### config.mk
export PLATFORM = sky130hd
export DESIGN_NAME = mux_tree_tapbuf_cfgchain
export DESIGN_NICKNAME = d
export VERILOG_FILES = /design/src/rtl/mux_tree_tapbuf_cfgchain.sv
export SDC_FILE = /design/constraint.sdc
export NUM_CORES = 1
export LEC_CHECK = 0
export ABC_AREA = 1
export CAP_MARGIN = 25
export CELL_PAD_IN_SITES_DETAIL_PLACEMENT = 0
export CELL_PAD_IN_SITES_GLOBAL_PLACEMENT = 1
export CORE_ASPECT_RATIO = 1.2
export CORE_MARGIN = 2
export CORE_UTILIZATION = 32
export CTS_BUF_LIST = sky130_fd_sc_hd__clkbuf_2 sky130_fd_sc_hd__clkbuf_4 sky130_fd_sc_hd__clkbuf_8
export CTS_CLUSTER_DIAMETER = 30
export CTS_CLUSTER_SIZE = 30
export DETAILED_ROUTE_END_ITERATION = 10
export GPL_TIMING_DRIVEN = 0
export PLACE_DENSITY_LB_ADDON = 0.25
export SLEW_MARGIN = 20
export SYNTH_ARGS = -nofsm -noshare
export SYNTH_HDL_FRONTEND = slang
export SYNTH_SLANG_ARGS = --single-unit
### constraint.sdc
create_clock -name prog_clk -period 3.2 [get_ports prog_clk]
set_input_delay 0.32 -clock prog_clk [delete_from_list [all_inputs] [get_ports prog_clk]]
set_output_delay 0.32 -clock prog_clk [all_outputs]
set_load 0.03 [all_outputs]
### src/rtl/mux_tree_tapbuf_cfgchain.sv
// mux_tree_tapbuf_cfgchain: routing mux whose select code is shifted in over a config chain and committed atomically.
module mux_tree_tapbuf_cfgchain #(
    parameter int NUM_IN  = 38,
    parameter bit OUT_REG = 1'b0
) (
    input  logic              prog_clk,
    input  logic              prog_reset_n,
    input  logic              cfg_en,
    input  logic              cfg_load,
    input  logic              ccff_head,
    output logic              ccff_tail,
    input  logic [NUM_IN-1:0] in,
    output logic              out,
    output logic              sel_valid,
    output logic              cfg_err
);
    localparam int SEL_W = $clog2(NUM_IN);
    localparam int CNT_W = $clog2(SEL_W + 1);
    localparam logic [CNT_W-1:0] CNT_MAX = CNT_W'(SEL_W);

    logic [SEL_W-1:0] sreg, sel;
    logic [CNT_W-1:0] cnt;
    logic             mux;

    always_ff @(posedge prog_clk) begin
        if (!prog_reset_n) begin
            sreg    <= '0;
            sel     <= '0;
            cnt     <= '0;
            cfg_err <= 1'b0;
        end else begin
            if (cfg_en)
                sreg <= (sreg << 1) | SEL_W'(ccff_head);
            if (cfg_load)
                sel <= sreg;
            if (cfg_load)
                cnt <= cfg_en ? CNT_W'(1) : '0;
            else if (cfg_en && cnt != CNT_MAX)
                cnt <= cnt + 1'b1;
            if (cfg_load && cnt < CNT_MAX)
                cfg_err <= 1'b1;
        end
    end

    assign ccff_tail = sreg[SEL_W-1];
    assign sel_valid = int'(sel) < NUM_IN;

    // codes beyond NUM_IN route a constant 1
    always_comb begin
        mux = 1'b1;
        for (int k = 0; k < NUM_IN; k++)
            if (sel == SEL_W'(k))
                mux = in[k];
    end

    if (OUT_REG) begin : g_reg
        logic out_q;
        always_ff @(posedge prog_clk)
            out_q <= !prog_reset_n ? 1'b0 : mux;
        assign out = out_q;
    end else begin : g_comb
        assign out = mux;
    end
endmodule

==> results of run 1 <==
[state kept, by name, summed over array words and instances, names as in the netlist]
name and flops:
cnt 3, sel 6, sreg 6, cfg_err 1
[layer usage]
metal,vias to the layer above,part of all wire,GRT usage
li1,758,-,-
met1,617,0.45,0.193
met2,40,0.47,0.284
met3,6,0.058,0.0146
met4,0,0.026,0.0884
met5,-,0,0
[final timing paths]
kind	from	endpoint	slack, ns	cells past startpoint
worst min register to register	cfg_err	cfg_err	0.48	2
worst max-delay path	sel[0]	out	0.09	24
worst max register to register	cnt[0]	cnt[1]	1.88	5
worst min-delay path	cfg_err	cfg_err	0.48	2
[cell usage in the layout, fill, tap and decap left out]
cell type / netlist / layout
a21oi_1: 10 / 10
a31oi_1: 3 / 3
a32o_1: 1 / 1
buf_4: 0 / 1
buf_6: 1 / 1
clkbuf_1: 2 / 2
clkbuf_8: 0 / 4
clkdlybuf4s50_1: 0 / 45
dfxtp_1: 16 / 12
dfxtp_2: 0 / 3
dfxtp_4: 0 / 1
ha_1: 2 / 2
inv_1: 33 / 31
inv_2: 2 / 4
nand2_1: 38 / 38
nand3_1: 9 / 9
nand3b_1: 4 / 4
nand4_1: 15 / 15
nor2_1: 29 / 24
nor2_2: 2 / 5
nor2_4: 0 / 2
nor3_1: 6 / 6
o211ai_1: 1 / 1
o21ai_0: 12 / 12
o22ai_1: 3 / 3
o32ai_1: 1 / 1
or3_1: 3 / 3
or3_2: 4 / 4
[timing repair]
action,CTS,global route
gates cloned,0,0
resized for setup,13,7
setup endpoints to repair,1,1
hold buffers,0,0
[cell families after synthesis]
logic type,share of synthesized area
and+or+nand+nor,0.433
buffers and inverters,0.127
AOI/OAI and AO/OA,0.147
DFF,0.271
adders and majority gates,0.0212
[worst max-delay path, delay by kind of cell, from the launching register on]
kind,cells,cell delay [ns]
AND/OR/NAND/NOR,21,1.85
buffers and inverters,2,0.20
flip-flops,1,0.35
AO/OA/AOI/OAI,1,0.13
[where the power goes]
part	switching (uW)	internal [uW]	leakage (uW)
logic	93.8	87.1	0.000598
registers	11.6	212	0.000134
clock network	69.6	109	0.0000288
[area by class of cell]
type                       count  area (um2)  area share
multi-input combinational    143         733       0.414
sequential                    16         328       0.185
tap                           39        48.8      0.0275
inverter                      35         131      0.0741
clock buffer                   4        55.1      0.0311
timing repair buffer          46         458       0.258
buffer                         3        18.8      0.0106
[metrics by stage]
step / setup slack [ns] / cell area (um2) / setup TNS, ns
6_report: 0.0902 / 1770 / 0
4_1_cts: 0.000558 / 1760 / 0
3_5_place_dp: -0.455 / 1690 / -0.455
2_1_floorplan: 0.553 / 1180 / 0
5_1_grt: -0.276 / 1770 / -0.276
3_3_place_gp: -0.433 / 1690 / -0.433
==> metrics, run 1 <==
status finished clean; most used cell, CP nand2_1; Ant. Diodes 0; Final HPWL DP 2680 um; Max VDD drop 0.285 mV; total grt overflow 0; All-Layer GR Usage 0.164; Seq cells post-synth 16; DRC 0; worst relative slew slack 0.736; Synth Net Count 242; Hold Fails Final Rpt 0; setup repair bufs after CTS 0; placed cells 282; Mean Syn Cell Area 6.00 um2; P per Cell Area 329 mW/mm2; Warnings, synthesis 0; Critical Path, Cell by Cell nor2_4, nand3_1, nand2_1, inv_1, nand2_1, nand4_1, nand2_1, nand4_1, nor2_1, nand4_1, nor2_1, nand4_1, nand2_1, nand2_1, nand2_1, nand4_1, nand2_1, nand2_1, nand2_1, nand4_1, nand2_1, nand4_1, a21oi_1, buf_4; ys flop type dfxtp_1; share of the synthesized area in the top cell type 0.271; die area 0.00419 mm2; initial antenna violation count 0; core footprint 0.00357 mm2; vias in the first global route 1296; Fmax 322 MHz; routed wire length 3420 um; Area contributors post-synth dfxtp_1, nand2_1, inv_1, nor2_1, nand4_1; final core occ 0.496; Tot Pwr 583 uW; DR vias/cell 4.97; 1st-iter DRT viols 36; Startpoint Class flip-flop; CP Capture Type output port; slowest stage delay, CP 0.35 ns; die height 70.6 um; Root Buffer clkbuf_8; Critical Path AT 2.79 ns; largest net degree at the start of global routing 11; most common cell in the netlist nand2_1; I/O pins 47; top cells by count, synth nand2_1, inv_1, nor2_1, dfxtp_1, nand4_1; die width 59.5 um; Slew Limit Fails 0; area leader, netlist dfxtp_1; Hold Crit Class reg2reg; final period utilization 0.972; Cell Count, Final, Fillers Out 286; synth unique cells 22; Worst Clk Skew 0.00350 ns; row cnt 24; Routed Antenna Nets 0; global-route wire length before repair 5390 um; CTS tree built; IO buf count 46; Tmin final 3.11 ns; Max Cap Viol 0; ys async rst share 0; share of layout cells above drive strength 1 0.101; slowest CP cell dfxtp_2; CTS Buf Count 3; Initial DRT Pass Iterations 4; via count 1421; area grow syn2layout 50.1%; CTS clk-pin slew, worst paths 0.06 ns; Pleak 0.000760 uW; H-tree Lvls 1; critical path required time 2.88 ns; Clock Path Buffers 2; WL/cell 11.9 um; Post-synth EDFFs 0; mapped cell area 0.00118 mm2; CP Class reg2out; Seq/Total Area, Yosys 0.271; gpl congestion 0.788; worst slew pin tran 0.395 ns; Finish-stage setup viols 0; unrepaired setup endpoints after global routing yes; synthesized instance count 197; Fin Hold WS 0.475 ns; CTS Sinks 16; # fillers 391; CP max FO 10; Clock Latency Late Sink 0.25 ns; initial core utilization 0.331; NumNets Final 293
Note: power is estimated with default switching activity, not from simulation.
==> inputs of run 2 (changes only) <==
==> constraint.sdc (replaced) <==
create_clock -name prog_clk -period 3.7 [get_ports prog_clk]
set_input_delay 0.37 -clock prog_clk [delete_from_list [all_inputs] [get_ports prog_clk]]
set_output_delay 0.37 -clock prog_clk [all_outputs]
set_load 0.03 [all_outputs]
==> run 2 against run 1 <==
Net effect: sequential share of layout area shrank 0.16 points; register-to-register slack better by 0.50 ns; combinational power shrank 15%; first-iteration DRC count is 86% higher; power fell by 14%; via count is the same.
==> metrics, run 2 (synthesis gave the netlist of run 1 again) <==
WL met2 1570 um (was 1590 um); met1 wire length 1530 um (was 1540 um); IO buf count 46 (unchanged); worst slew pin tran 0.557 ns (was 0.395 ns); Max Cap Viol 0 (unchanged); Tmin final 3.32 ns; area grow syn2layout 48.0% (was 50.1%); H-tree Lvls 1 (unchanged); via count 1421 (unchanged); Pleak 0.000759 uW (was 0.000760 uW); Reg area 320 um2 (was 328 um2); initial core utilization 0.331 (unchanged); die width 59.5 um (unchanged); 1st-iter DRT viols 67 (was 36); Worst Clk Skew 0.00345 ns (was 0.00350 ns); combinational share of power 0.306 (was 0.310); I/O pins 47 (unchanged); core footprint 0.00357 mm2 (unchanged); vias in the first global route 1296 (unchanged); gpl congestion 0.788 (unchanged); largest net degree at the start of global routing 11 (unchanged); Final HPWL DP 2680 um (unchanged); CTS clk-pin slew, worst paths 0.06 ns (about the same); setup repair bufs after CTS 0 (unchanged); Initial DRT Pass Iterations 4 (unchanged); commonest non-fill, non-tap cell in the layout clkdlybuf4s50_1 (unchanged); DRC 0 (unchanged); worst relative slew slack 0.627 (was 0.736); total grt overflow 0 (unchanged); Finished Cell Area 0.00175 mm2 (was 0.00177 mm2); Fmax 301 MHz; Pint 350 uW (was 408 uW); Hold Crit Class reg2reg (unchanged); Root Buffer clkbuf_8 (unchanged); Critical Path AT 2.95 ns (was 2.79 ns); initial antenna violation count 0 (unchanged); pre-CTS setup slack -0.0548 ns (was -0.455 ns); final period utilization 0.898; WL/cell 11.9 um (about the same); CP max FO 7 (was 10); Top Registers sel x6, sreg x6, cnt x3 (unchanged); die area 0.00419 mm2 (unchanged); row cnt 24 (unchanged); placed inst area 0.00169 mm2 (unchanged); Clock Latency Late Sink 0.25 ns (about the same); CTS tree built (unchanged); NetSw 151 uW (was 175 uW); switch share 0.301 (was 0.300); Tot Pwr 500 uW (was 583 uW); Met3 Wirelength 221 um (was 197 um); setup ws final 0.379 ns (was 0.0902 ns); share of layout cells above drive strength 1 0.0607 (was 0.101); Max VDD drop 0.246 mV (was 0.285 mV); All-Layer GR Usage 0.164 (unchanged); Clock Path Buffers 2 (unchanged); # fillers 391 (unchanged); critical path required time 3.33 ns (was 2.88 ns); Routed Antenna Nets 0 (unchanged); setup tns final 0 ns (unchanged); P per Cell Area 286 mW/mm2 (was 329 mW/mm2); DR vias/cell 4.97 (unchanged); die height 70.6 um (unchanged); Ant. Diodes 0 (unchanged); Hold Fails Final Rpt 0 (unchanged); Multi-input gate area 718 um2 (was 733 um2); routed wire length 3420 um (about the same); CTS Sinks 16 (unchanged); unrepaired setup endpoints after global routing no (was yes); CTS Buf Count 3 (unchanged); Slew Limit Fails 0 (unchanged); clock share of power 0.310 (was 0.307); status finished clean (unchanged); sequential share of power 0.383 (about the same); CP Capture Type output port (unchanged); global-route wire length before repair 5390 um (unchanged); Fin Hold WS 0.475 ns (about the same); CP Class reg2out (unchanged); NumNets Final 293 (unchanged); most frequent cells in the layout clkdlybuf4s50_1, nand2_1, inv_1 (unchanged); Startpoint Class flip-flop (unchanged); Finish-stage setup viols 0 (unchanged); top sig layer met4 (unchanged)
run 2: cell types whose count changed in the layout (fill, tap and decap cells not counted):
cell | previous run | this run
inv_2 | 4 | 2
clkbuf_2 | 0 | 1
nor2_2 | 5 | 2
inv_1 | 31 | 33
nor2_1 | 24 | 28
dfxtp_1 | 12 | 16
dfxtp_2 | 3 | 0
dfxtp_4 | 1 | 0
buf_4 | 1 | 0
nor2_4 | 2 | 1
run 2: repair_timing:
item                       4_1_cts  5_1_grt
hold buffers                     0        0
setup endpoints to repair        1        1
pin swaps                        0        0
gates resized for setup          2        3
run 2: worst paths after layout:
kind	from	cells after the start	endpoint	slack, ns
setup reg to reg	cnt[0]	5	cnt[1]	2.38
hold reg to reg	cfg_err	2	cfg_err	0.48
hold / removal	cfg_err	2	cfg_err	0.48
setup / recovery	sel[3]	25	out	0.38
run 2: area by class of cell:
cell class,instances,share of cell area
buffer,3,0.0107
clock buffer,4,0.0315
inverter,35,0.0752
multi-input combinational,143,0.411
sequential,16,0.183
tap,39,0.0279
timing repair buffer,46,0.261
run 2: per-layer routing:
layer / vias to the layer above / GRT usage
met1: 610 / 0.193
met2: 47 / 0.284
met4: 0 / 0.0884
li1: 758 / -
met3: 6 / 0.0146
met5: - / 0
run 2: stage by stage:
step / std cells / utilization
4_1_cts: 286 / 0.489
3_3_place_gp: 282 / 0.473
2_1_floorplan: 197 / -
5_1_grt: 286 / 0.489
3_5_place_dp: 282 / 0.473
6_report: 286 / 0.489
run 2: critical path, cell delays in order (launching register included):
cell	delay, ns
dfxtp_1	0.41
nor2_1	0.17
nand2_1	0.15
nor2_1	0.05
nor2_1	0.09
nand2_1	0.05
nand2_1	0.05
nand4_1	0.09
nand2_1	0.08
nand4_1	0.09
nor2_1	0.10
nand4_1	0.10
nor2_1	0.10
nand4_1	0.08
nand2_1	0.07
nand2_1	0.04
nand2_1	0.06
nand4_1	0.08
nand2_1	0.08
nand2_1	0.05
nand2_1	0.05
nand4_1	0.12
nand2_1	0.10
nand4_1	0.08
a21oi_1	0.13
clkbuf_2	0.22
run 2: power by group through the flow:
stage | registers [uW] | logic (uW) | clock network (uW)
2_1_floorplan | 196 | 76.2 | 0
3_3_place_gp | 195 | 156 | 0
3_5_place_dp | 195 | 156 | 0
4_1_cts | 192 | 155 | 158
5_1_grt | 194 | 171 | 164
6_report | 192 | 153 | 155
